`src/rtl/fifo_status_monitor_if.sv`:
```
// ============================================================================
// Module   : fifo_status_monitor_if
// Brief    : Strobe, threshold and flag bundle between FIFO datapath/FSM and
//            the status monitor.
// Revision : 1.0
// ============================================================================
`default_nettype none

interface fifo_status_monitor_if;
    logic       init;
    logic [7:0] UMF;
    logic [7:0] UVC;
    logic [7:0] UD;
    logic [4:0] push;
    logic [4:0] pop;
    logic [4:0] FIFO_EMPTY;
    logic [4:0] FIFO_FULL;
    logic [4:0] FIFO_ALMOST_FULL;
    logic [4:0] FIFO_ERROR;
    logic       pause;

    modport master (
        output init, UMF, UVC, UD, push, pop,
        input  FIFO_EMPTY, FIFO_FULL, FIFO_ALMOST_FULL, FIFO_ERROR, pause
    );

    modport slave (
        input  init, UMF, UVC, UD, push, pop,
        output FIFO_EMPTY, FIFO_FULL, FIFO_ALMOST_FULL, FIFO_ERROR, pause
    );
endinterface

`default_nettype wire

```
`src/rtl/fifo_status_monitor.sv`:
```
// ============================================================================
// Module   : fifo_status_monitor
// Brief    : Occupancy tracking, empty/full/almost-full flags, sticky error
//            flags and pause back-pressure for five FIFOs.
// Revision : 1.0
// ============================================================================
`default_nettype none

module fifo_status_monitor #(
    parameter int         DEPTH_MF = 64,
    parameter int         DEPTH_VC = 32,
    parameter int         DEPTH_D  = 32,
    parameter logic [7:0] UMF_RST  = 8'h00,
    parameter logic [7:0] UVC_RST  = 8'h00,
    parameter logic [7:0] UD_RST   = 8'h00
) (
    input  wire logic             clk,
    input  wire logic             reset,
    fifo_status_monitor_if.slave  bus
);

    logic [7:0] thr_mf;
    logic [7:0] thr_vc;
    logic [7:0] thr_d;
    logic [4:0] empty;
    logic [4:0] full;
    logic [4:0] almost_full;
    logic [4:0] error;

    always_ff @(posedge clk or negedge reset) begin
        if (!reset) begin
            thr_mf <= UMF_RST;
            thr_vc <= UVC_RST;
            thr_d  <= UD_RST;
        end else if (bus.init) begin
            thr_mf <= bus.UMF;
            thr_vc <= bus.UVC;
            thr_d  <= bus.UD;
        end
    end

    for (genvar i = 0; i < 5; i++) begin : g_fifo
        localparam int             DEPTH   = (i == 0) ? DEPTH_MF : ((i < 3) ? DEPTH_VC : DEPTH_D);
        localparam int             W       = $clog2(DEPTH + 1);
        localparam logic [W-1:0]   DEPTH_W = W'(DEPTH);

        logic [W-1:0] count;
        logic         err;
        logic [7:0]   count_ext;
        logic [7:0]   thr;

        assign count_ext = 8'(count);
        assign thr       = (i == 0) ? thr_mf : ((i < 3) ? thr_vc : thr_d);

        // Simultaneous push/pop on an empty FIFO: the pop underflows but the
        // push still lands, so the count becomes one.
        always_ff @(posedge clk or negedge reset) begin
            if (!reset) begin
                count <= '0;
                err   <= 1'b0;
            end else begin
                case ({bus.push[i], bus.pop[i]})
                    2'b10: begin
                        if (count == DEPTH_W) err <= 1'b1;
                        else                  count <= count + 1'b1;
                    end
                    2'b01: begin
                        if (count == '0) err <= 1'b1;
                        else             count <= count - 1'b1;
                    end
                    2'b11: begin
                        if (count == '0) begin
                            count <= W'(1);
                            err   <= 1'b1;
                        end
                    end
                    default: ;
                endcase
            end
        end

        assign empty[i]       = (count == '0);
        assign full[i]        = (count == DEPTH_W);
        assign almost_full[i] = (thr != 8'h00) && (count_ext >= thr);
        assign error[i]       = err;
    end

    assign bus.FIFO_EMPTY       = empty;
    assign bus.FIFO_FULL        = full;
    assign bus.FIFO_ALMOST_FULL = almost_full;
    assign bus.FIFO_ERROR       = error;
    assign bus.pause            = |almost_full;

endmodule

`default_nettype wire

```
`src/flat_wrapper.sv`:
```
// flat-port wrapper written by rule: the top's interface ports become plain ports
module fifo_status_monitor_flat 
#(
    parameter int         DEPTH_MF = 64,
    parameter int         DEPTH_VC = 32,
    parameter int         DEPTH_D  = 32,
    parameter logic [7:0] UMF_RST  = 8'h00,
    parameter logic [7:0] UVC_RST  = 8'h00,
    parameter logic [7:0] UD_RST   = 8'h00
)
  (clk, reset, bus_init, bus_UMF, bus_UVC, bus_UD, bus_push, bus_pop, bus_FIFO_EMPTY, bus_FIFO_FULL, bus_FIFO_ALMOST_FULL, bus_FIFO_ERROR, bus_pause);
  fifo_status_monitor_if bus_i ();
  input  wire logic clk;
  input  wire logic reset;
  input wire logic [$bits(bus_i.init)-1:0] bus_init;
  input wire logic [$bits(bus_i.UMF)-1:0] bus_UMF;
  input wire logic [$bits(bus_i.UVC)-1:0] bus_UVC;
  input wire logic [$bits(bus_i.UD)-1:0] bus_UD;
  input wire logic [$bits(bus_i.push)-1:0] bus_push;
  input wire logic [$bits(bus_i.pop)-1:0] bus_pop;
  output wire logic [$bits(bus_i.FIFO_EMPTY)-1:0] bus_FIFO_EMPTY;
  output wire logic [$bits(bus_i.FIFO_FULL)-1:0] bus_FIFO_FULL;
  output wire logic [$bits(bus_i.FIFO_ALMOST_FULL)-1:0] bus_FIFO_ALMOST_FULL;
  output wire logic [$bits(bus_i.FIFO_ERROR)-1:0] bus_FIFO_ERROR;
  output wire logic [$bits(bus_i.pause)-1:0] bus_pause;
  assign bus_i.init = bus_init;
  assign bus_i.UMF = bus_UMF;
  assign bus_i.UVC = bus_UVC;
  assign bus_i.UD = bus_UD;
  assign bus_i.push = bus_push;
  assign bus_i.pop = bus_pop;
  assign bus_FIFO_EMPTY = bus_i.FIFO_EMPTY;
  assign bus_FIFO_FULL = bus_i.FIFO_FULL;
  assign bus_FIFO_ALMOST_FULL = bus_i.FIFO_ALMOST_FULL;
  assign bus_FIFO_ERROR = bus_i.FIFO_ERROR;
  assign bus_pause = bus_i.pause;
  fifo_status_monitor #(.DEPTH_MF(DEPTH_MF), .DEPTH_VC(DEPTH_VC), .DEPTH_D(DEPTH_D), .UMF_RST(UMF_RST), .UVC_RST(UVC_RST), .UD_RST(UD_RST)) u_core (.clk(clk), .reset(reset), .bus(bus_i));
endmodule
```
`config.mk`:
```
export PLATFORM = sky130hd
export DESIGN_NAME = fifo_status_monitor_flat
export DESIGN_NICKNAME = d
export VERILOG_FILES = /design/src/rtl/fifo_status_monitor_if.sv /design/src/rtl/fifo_status_monitor.sv /design/src/flat_wrapper.sv
export SDC_FILE = /design/constraint.sdc
export NUM_CORES = 1
export LEC_CHECK = 0
export BUFFER_PORTS_ARGS = -buffer_cell sky130_fd_sc_hd__buf_2
export CAP_MARGIN = 10
export CORE_MARGIN = 4
export CORE_UTILIZATION = 35
export CTS_CLUSTER_SIZE = 25
export DETAILED_ROUTE_END_ITERATION = 8
export GPL_ROUTABILITY_DRIVEN = 1
export GPL_TIMING_DRIVEN = 1
export PLACE_DENSITY_LB_ADDON = 0.05
export SLEW_MARGIN = 5
export SYNTH_ARGS = -nofsm -noshare
export SYNTH_HDL_FRONTEND = slang
export SYNTH_SLANG_ARGS = --single-unit
```
`constraint.sdc`:
```
create_clock -name clk -period 3.3 [get_ports clk]
set_clock_uncertainty 0.05 [all_clocks]
set_input_delay 0.66 -clock clk [delete_from_list [all_inputs] [get_ports clk]]
set_output_delay 0.66 -clock clk [all_outputs]
set_load 0.03 [all_outputs]
```
==> run summary, run 1 <==
CP required - 2590 ps
Mapped cell area - 4628 sq um
Worst vdd ir - 0.0003118 V
Psw - 1733 uW
Max incr delay on CP - 540 ps
Clock transition at path regs - 50 ps
Synth Instances - 505
Final Max Tran Viols - 0
Total Routed Length - 11090 um
FP Rows - 41
Filler cells - 1241
Switch share - 0.4022
CP startpoint kind - register
Routed len/inst - 14.86 um
Flops & latches, synth - 60
Mean Syn Cell Area - 9.165 sq um
Core region area - 12770 sq um
Remaining Overflow, GRT - 0
Post-synth ARST share - 1.000
EDFF count, synth - 0
Iter 0 DRT Violations - 191
WS Path Type - reg -> out
Die W - 123.0 um
Max_slew headroom - 0.4949
Cells along the critical path - ha_1, nand2b_1, a21o_1, a211oi_2, o21ai_1, nor3b_1, or4b_4, buf_6
Xor and xnor fraction of the mapped netlist area - 0.02649
Clock Sinks - 60
Crit path max-delay cell type - or4b_4
Final non-filler cell total - 746
Die Ht - 123.0 um
Area Overhead vs Synth - 19.17%
Tot GR Track Use - 0.1586
Synth Flop Type - dfrtp_1
Vias in the first global route - 3762
Placed Instance Area - 5095 sq um
Distinct cell type count after synthesis - 58
Mapped Nets - 599
Total CTS buffers - 9
Hold Path Class - in -> async
Post-route clock period utilization - 0.9680
Reg2Reg Setup Slack - 1060 ps
Total power draw - 4310 uW
Final GP Congestion - 0.8279
Vias per cell - 5.125
Final HPWL from detailed placement - 8381 um
DIE AREA - 15130 sq um
First-pass GRT wire length - 18830 um
Reg2reg path depth - 8
Via count - 3823
Post-synthesis simple-gate area fraction - 0.1568
Crit path DAT - 2480 ps
Starting Density - 0.3623
Initial antenna violation count - 0
Reg2reg start - u_core.g_fifo[0].count[0]$_DFFE_PN0P_
Final #Nets - 663
Combinational share of power - 0.473
Port bufs - 57
Clock root cell - clkbuf_16
Largest net degree at the start of global routing - 41
Sequential Power Share - 0.296
DRT Pass-1 Iters - 4
Final hold vios - 0
Ant diodes - 0
Lkg Pwr - 0.002628 uW
Status - finished clean
Seq/Total Area, Yosys - 0.3244
Clock group share of total power - 0.232
RR Endpoint - u_core.g_fifo[0].count[6]$_DFFE_PN0P_
Largest family of logic cells by synthesized area - compound AO/OA/AOI/OAI gates
Post-route minimum period - 3195 ps
PwrDens - 781.4 nW/um^2
I/O Pins - 58
Setup crit end kind - primary output
Sum Neg Setup Slack - 0 ps
Drt drc - 0
Fmax - 313.0 MHz
Htree depth - 3
Hold Slack - 342.1 ps
Hold Buf Count CTS - 0
Cells after DPL - 724
Worst slew pin tran - 757.6 ps
Setup violators final - 0
Internal - 2576 uW
Fraction of the mapped netlist area in compound gates - 0.2317
CTS tree - yes
Layout cells sized above 1 - 0.2265
Post-synthesis mux area share - 0.04488
Adder-cell area share of the yosys netlist - 0.1622
Final instance area - 5515 sq um
Worst skew pair latency - 330 ps
Post-route ant nets - 0
Max cap viols - 0
Largest buffer count on any clock path - 2
Crit-path max FO - 3
Synth warn - 0
worst max-delay path by stage:
stage,endpoint,slack [ps],cells past startpoint,startpoint
floorplan,bus_pause,150,8,u_core.g_fifo[4].count[0]$_DFFE_PN0P_
global placement,bus_pause,320,9,u_core.g_fifo[0].count[0]$_DFFE_PN0P_
detailed placement,bus_pause,280,9,u_core.g_fifo[0].count[0]$_DFFE_PN0P_
CTS,bus_pause,9,9,u_core.g_fifo[0].count[0]$_DFFE_PN0P_
global route,bus_pause,-10,9,u_core.g_fifo[1].count[0]$_DFFE_PN0P_
finish,bus_pause,110,8,u_core.g_fifo[1].thr[0]$_DFFE_PN0P_
placed cells by master, fill, tap and decap left out, drive strengths merged, types with 3 or more instances in the layout:
cell type,n
a211o,3
a211oi,9
a21o,15
a21oi,41
a221oi,5
a311oi,4
buf,73
clkbuf,13
dfrtp,60
fa,5
ha,52
inv,37
mux2,11
mux2i,8
nand2,37
nand2b,7
nand3,6
nand3b,4
nor2,42
nor2b,12
nor3,9
nor3b,3
nor4,4
o211ai,10
o21a,6
o21ai,37
o21bai,10
o31a,4
or2,5
xnor2,8
xor2,6
synth_stat cells, types with 9 or more instances:
library cell	instances	area, sq um
a211oi_1	9	67.56
a21o_1	15	112.6
a21oi_1	41	205.2
clkbuf_1	11	41.29
dfrtp_1	60	1501
ha_1	52	650.6
inv_1	34	127.6
nand2_1	37	138.9
nor2_1	42	157.7
nor2b_1	12	75.07
o211ai_1	10	75.07
o21ai_0	28	140.1
stage by stage:
| stage | utilization | worst slack [ps] |
|---|---|---|
| 2_1_floorplan | - | 151.2 |
| 3_5_place_dp | 0.3989 | 281.6 |
| 5_1_grt | 0.4318 | -13.99 |
| 4_1_cts | 0.4247 | 8.572 |
| 6_report | 0.4318 | 105.4 |
| 3_3_place_gp | 0.3989 | 322.9 |
critical path: cells and delay by family (launching register included):
kind                       cells  cell delay (ps)
adders and majority gates      1              290
and+or+nand+nor                3              830
DFF                            1              400
AOI/OAI and AO/OA              3              490
buffers and inverters          1              160
power groups by stage:
stage / combinational (uW) / sequential (uW) / clock (uW)
after floorplan: 1570 / 1210 / 0
after global placement: 1910 / 1300 / 0
after detailed placement: 1940 / 1300 / 0
after CTS: 1970 / 1290 / 1030
after global routing: 2340 / 1320 / 1060
final: 2040 / 1270 / 999
cells by family after synthesis:
family | after synthesis
and+or+nand+nor | 139
AOI/OAI and AO/OA | 159
muxes | 19
adders and majority gates | 57
xor gates and xnor gates | 14
buffers and inverters | 57
DFF | 60
routing by layer:
metal  GRT usage  wire, um
met3     0.04666       492
met2      0.2620      5271
met4     0.04360       143
met1      0.2027      5181
met5           0         0
flip-flops by register name, indices dropped and copies added, names as in the netlist:
register,cells
u_core.g_fifo.err,5
u_core.g_fifo.count,31
u_core.g_fifo.thr,24
area by class of cell:
type	instances	area (sq um)	share of cell area
inverters	37	138.9	0.02518
multi-input cells	388	2922	0.5297
clock inverters	3	42.54	0.007713
clock buffers	13	280.3	0.05082
flip-flops and latches	60	1505	0.2729
well taps	172	215.2	0.03902
repair buffers	73	411.6	0.07464
timing repair:
action / CTS / global route
resized for setup: 3 / 10
pin swaps: 0 / 6
endpoints found under the setup margin: 1 / 1
setup buffers: 0 / 6
(Power assumes the default switching activity.)
==> run 2: changes to the inputs <==
--- a/config.mk
+++ b/config.mk
@@ -7,6 +7,8 @@
 export LEC_CHECK = 0
 export BUFFER_PORTS_ARGS = -buffer_cell sky130_fd_sc_hd__buf_2
 export CAP_MARGIN = 10
+export CELL_PAD_IN_SITES_DETAIL_PLACEMENT = 1
+export CELL_PAD_IN_SITES_GLOBAL_PLACEMENT = 2
 export CORE_MARGIN = 4
 export CORE_UTILIZATION = 35
 export CTS_CLUSTER_SIZE = 25
==> run summary, run 2 (synthesis results as in run 1) <==
Final hold vios - 0
DRT Pass-1 Iters - 4
Most common cell after layout, fill and taps aside - dfrtp_1
Layout cells sized above 1 - 0.2274
Core region area - 12770 sq um
Total Routed Length - 12310 um
Sum Neg Setup Slack - 0 ps
Routed len/inst - 16.46 um
Clock root cell - clkbuf_16
Die Ht - 123.0 um
Remaining Overflow, GRT - 0
Final GP Congestion - 0.8106
Lkg Pwr - 0.002612 uW
Crit path max-delay cell type - or4b_4
Crit path DAT - 2500 ps
Hold Path Class - in -> async
Clock Sinks - 60
Max cap viols - 0
Starting Density - 0.3623
Setup violators final - 0
Total power draw - 4230 uW
Vias per cell - 5.285
FP Rows - 41
I/O Pins - 58
Largest Register - u_core.g_fifo.count
Max_slew headroom - 0.4818
Worst skew pair latency - 340 ps
Max incr delay on CP - 560 ps
Worst vdd ir - 0.0003589 V
Final #Nets - 665
Setup crit end kind - primary output
Max FFs per register - 31
DR top layer - met4
DR WL met2 - 6005 um
Post-route clock period utilization - 0.9719
WS Path Type - reg -> out
Initial antenna violation count - 0
Hold Slack - 344.0 ps
Post-route ant nets - 0
Worst slew pin tran - 777.4 ps
Highest-count cells in the layout ignoring fill and taps - dfrtp_1 (58), buf_2 (56), ha_1 (51)
Ant diodes - 0
Post-route minimum period - 3207 ps
Drt drc - 0
Largest net degree at the start of global routing - 41
Die W - 123.0 um
CTS tree - yes
Port bufs - 57
Area Overhead vs Synth - 18.38%
Final HPWL from detailed placement - 9488 um
Final Max Tran Viols - 0
Vias in the first global route - 4148
Iter 0 DRT Violations - 136
Htree depth - 3
Via count - 3953
Filler cells - 1503
Fmax - 311.8 MHz
Largest buffer count on any clock path - 2
PwrDens - 772.0 nW/um^2
Total CTS buffers - 9
Status - finished clean
Met3 wire length - 478 um
Cells along the critical path - inv_2, ha_4, nand2b_4, a21o_1, a211o_1, o211ai_1, a211oi_2, or4b_4, buf_6
Met1 wire length - 5643 um
DIE AREA - 15130 sq um
First-pass GRT wire length - 20630 um
CP required - 2590 ps
CP startpoint kind - register
Crit-path max FO - 2
Final Core Density - 0.4289
Tot GR Track Use - 0.1742
Clock transition at path regs - 50 ps
run 2: cell count changes in the layout (fill, tap and decap cells not counted), sizes merged:
| cell | previous run | this run |
|---|---|---|
| buf | 73 | 75 |
| bufinv | 1 | 0 |
| clkbuf | 13 | 9 |
| clkinv | 1 | 5 |
| clkinvlp | 1 | 2 |
run 2: timing repair:
action / in CTS / in global routing
hold buffers: 0 / 0
pin swaps: 0 / 7
buffers inserted: 1 / 5
endpoints found under the setup margin: 1 / 1
resized for setup: 3 / 9
run 2: critical path, delay by kind of cell, from the launching register on:
| kind | cells | cell delay (ps) |
|---|---|---|
| AO/OA/AOI/OAI | 4 | 630 |
| adder cells (fa/ha/maj) | 1 | 200 |
| buffers and inverters | 2 | 250 |
| flip-flops | 1 | 390 |
| AND/OR/NAND/NOR | 2 | 690 |
run 2: layout make-up:
| type | instances | area, sq um | share of cell area |
|---|---|---|---|
| Tap cell | 172 | 215.2 | 0.03928 |
| Sequential cell | 60 | 1504 | 0.2745 |
| Timing Repair Buffer | 75 | 439.2 | 0.08016 |
| Clock buffer | 9 | 225.2 | 0.04111 |
| Inverter | 37 | 138.9 | 0.02535 |
| Clock inverter | 7 | 43.79 | 0.007993 |
| Multi-Input combinational cell | 388 | 2913 | 0.5316 |
run 2: stage by stage:
stage               worst slack (ps)  instance area (sq um)  cells
floorplan                      151.2                   4628    505
global placement               374.9                   5122    726
detailed placement             316.0                   5122    726
CTS                            5.101                   5408    743
global route                  -4.717                   5479    748
finish                         92.87                   5479    748
run 2: worst paths after layout:
| check | start | end | slack, ps | cells past startpoint |
|---|---|---|---|---|
| worst min-delay path | reset | u_core.g_fifo[2].count[4]$_DFFE_PN0P_ | 340 | 1 |
| worst max-delay path | u_core.g_fifo[4].count[0]$_DFFE_PN0P_ | bus_pause | 90 | 9 |
| worst min register to register | u_core.g_fifo[4].err$_DFFE_PN0P_ | u_core.g_fifo[4].err$_DFFE_PN0P_ | 400 | 1 |
| worst max register to register | u_core.g_fifo[4].count[1]$_DFFE_PN0P_ | u_core.g_fifo[4].count[5]$_DFFE_PN0P_ | 1110 | 8 |
| max in group asynchronous | reset | u_core.g_fifo[0].count[0]$_DFFE_PN0P_ | 2210 | 2 |
| min in group clk | u_core.g_fifo[4].err$_DFFE_PN0P_ | u_core.g_fifo[4].err$_DFFE_PN0P_ | 400 | 1 |
run 2: where the power goes:
| part | switching [uW] | internal (uW) |
|---|---|---|
| sequential | 320 | 965 |
| combinational | 1130 | 963 |
| clock | 345 | 502 |
run 2: routing by layer:
metal,global-route usage,vias up
met3,0.04300,15
met5,0,-
li1,-,1954
met1,0.2196,1935
met4,0.05398,0
met2,0.2948,49
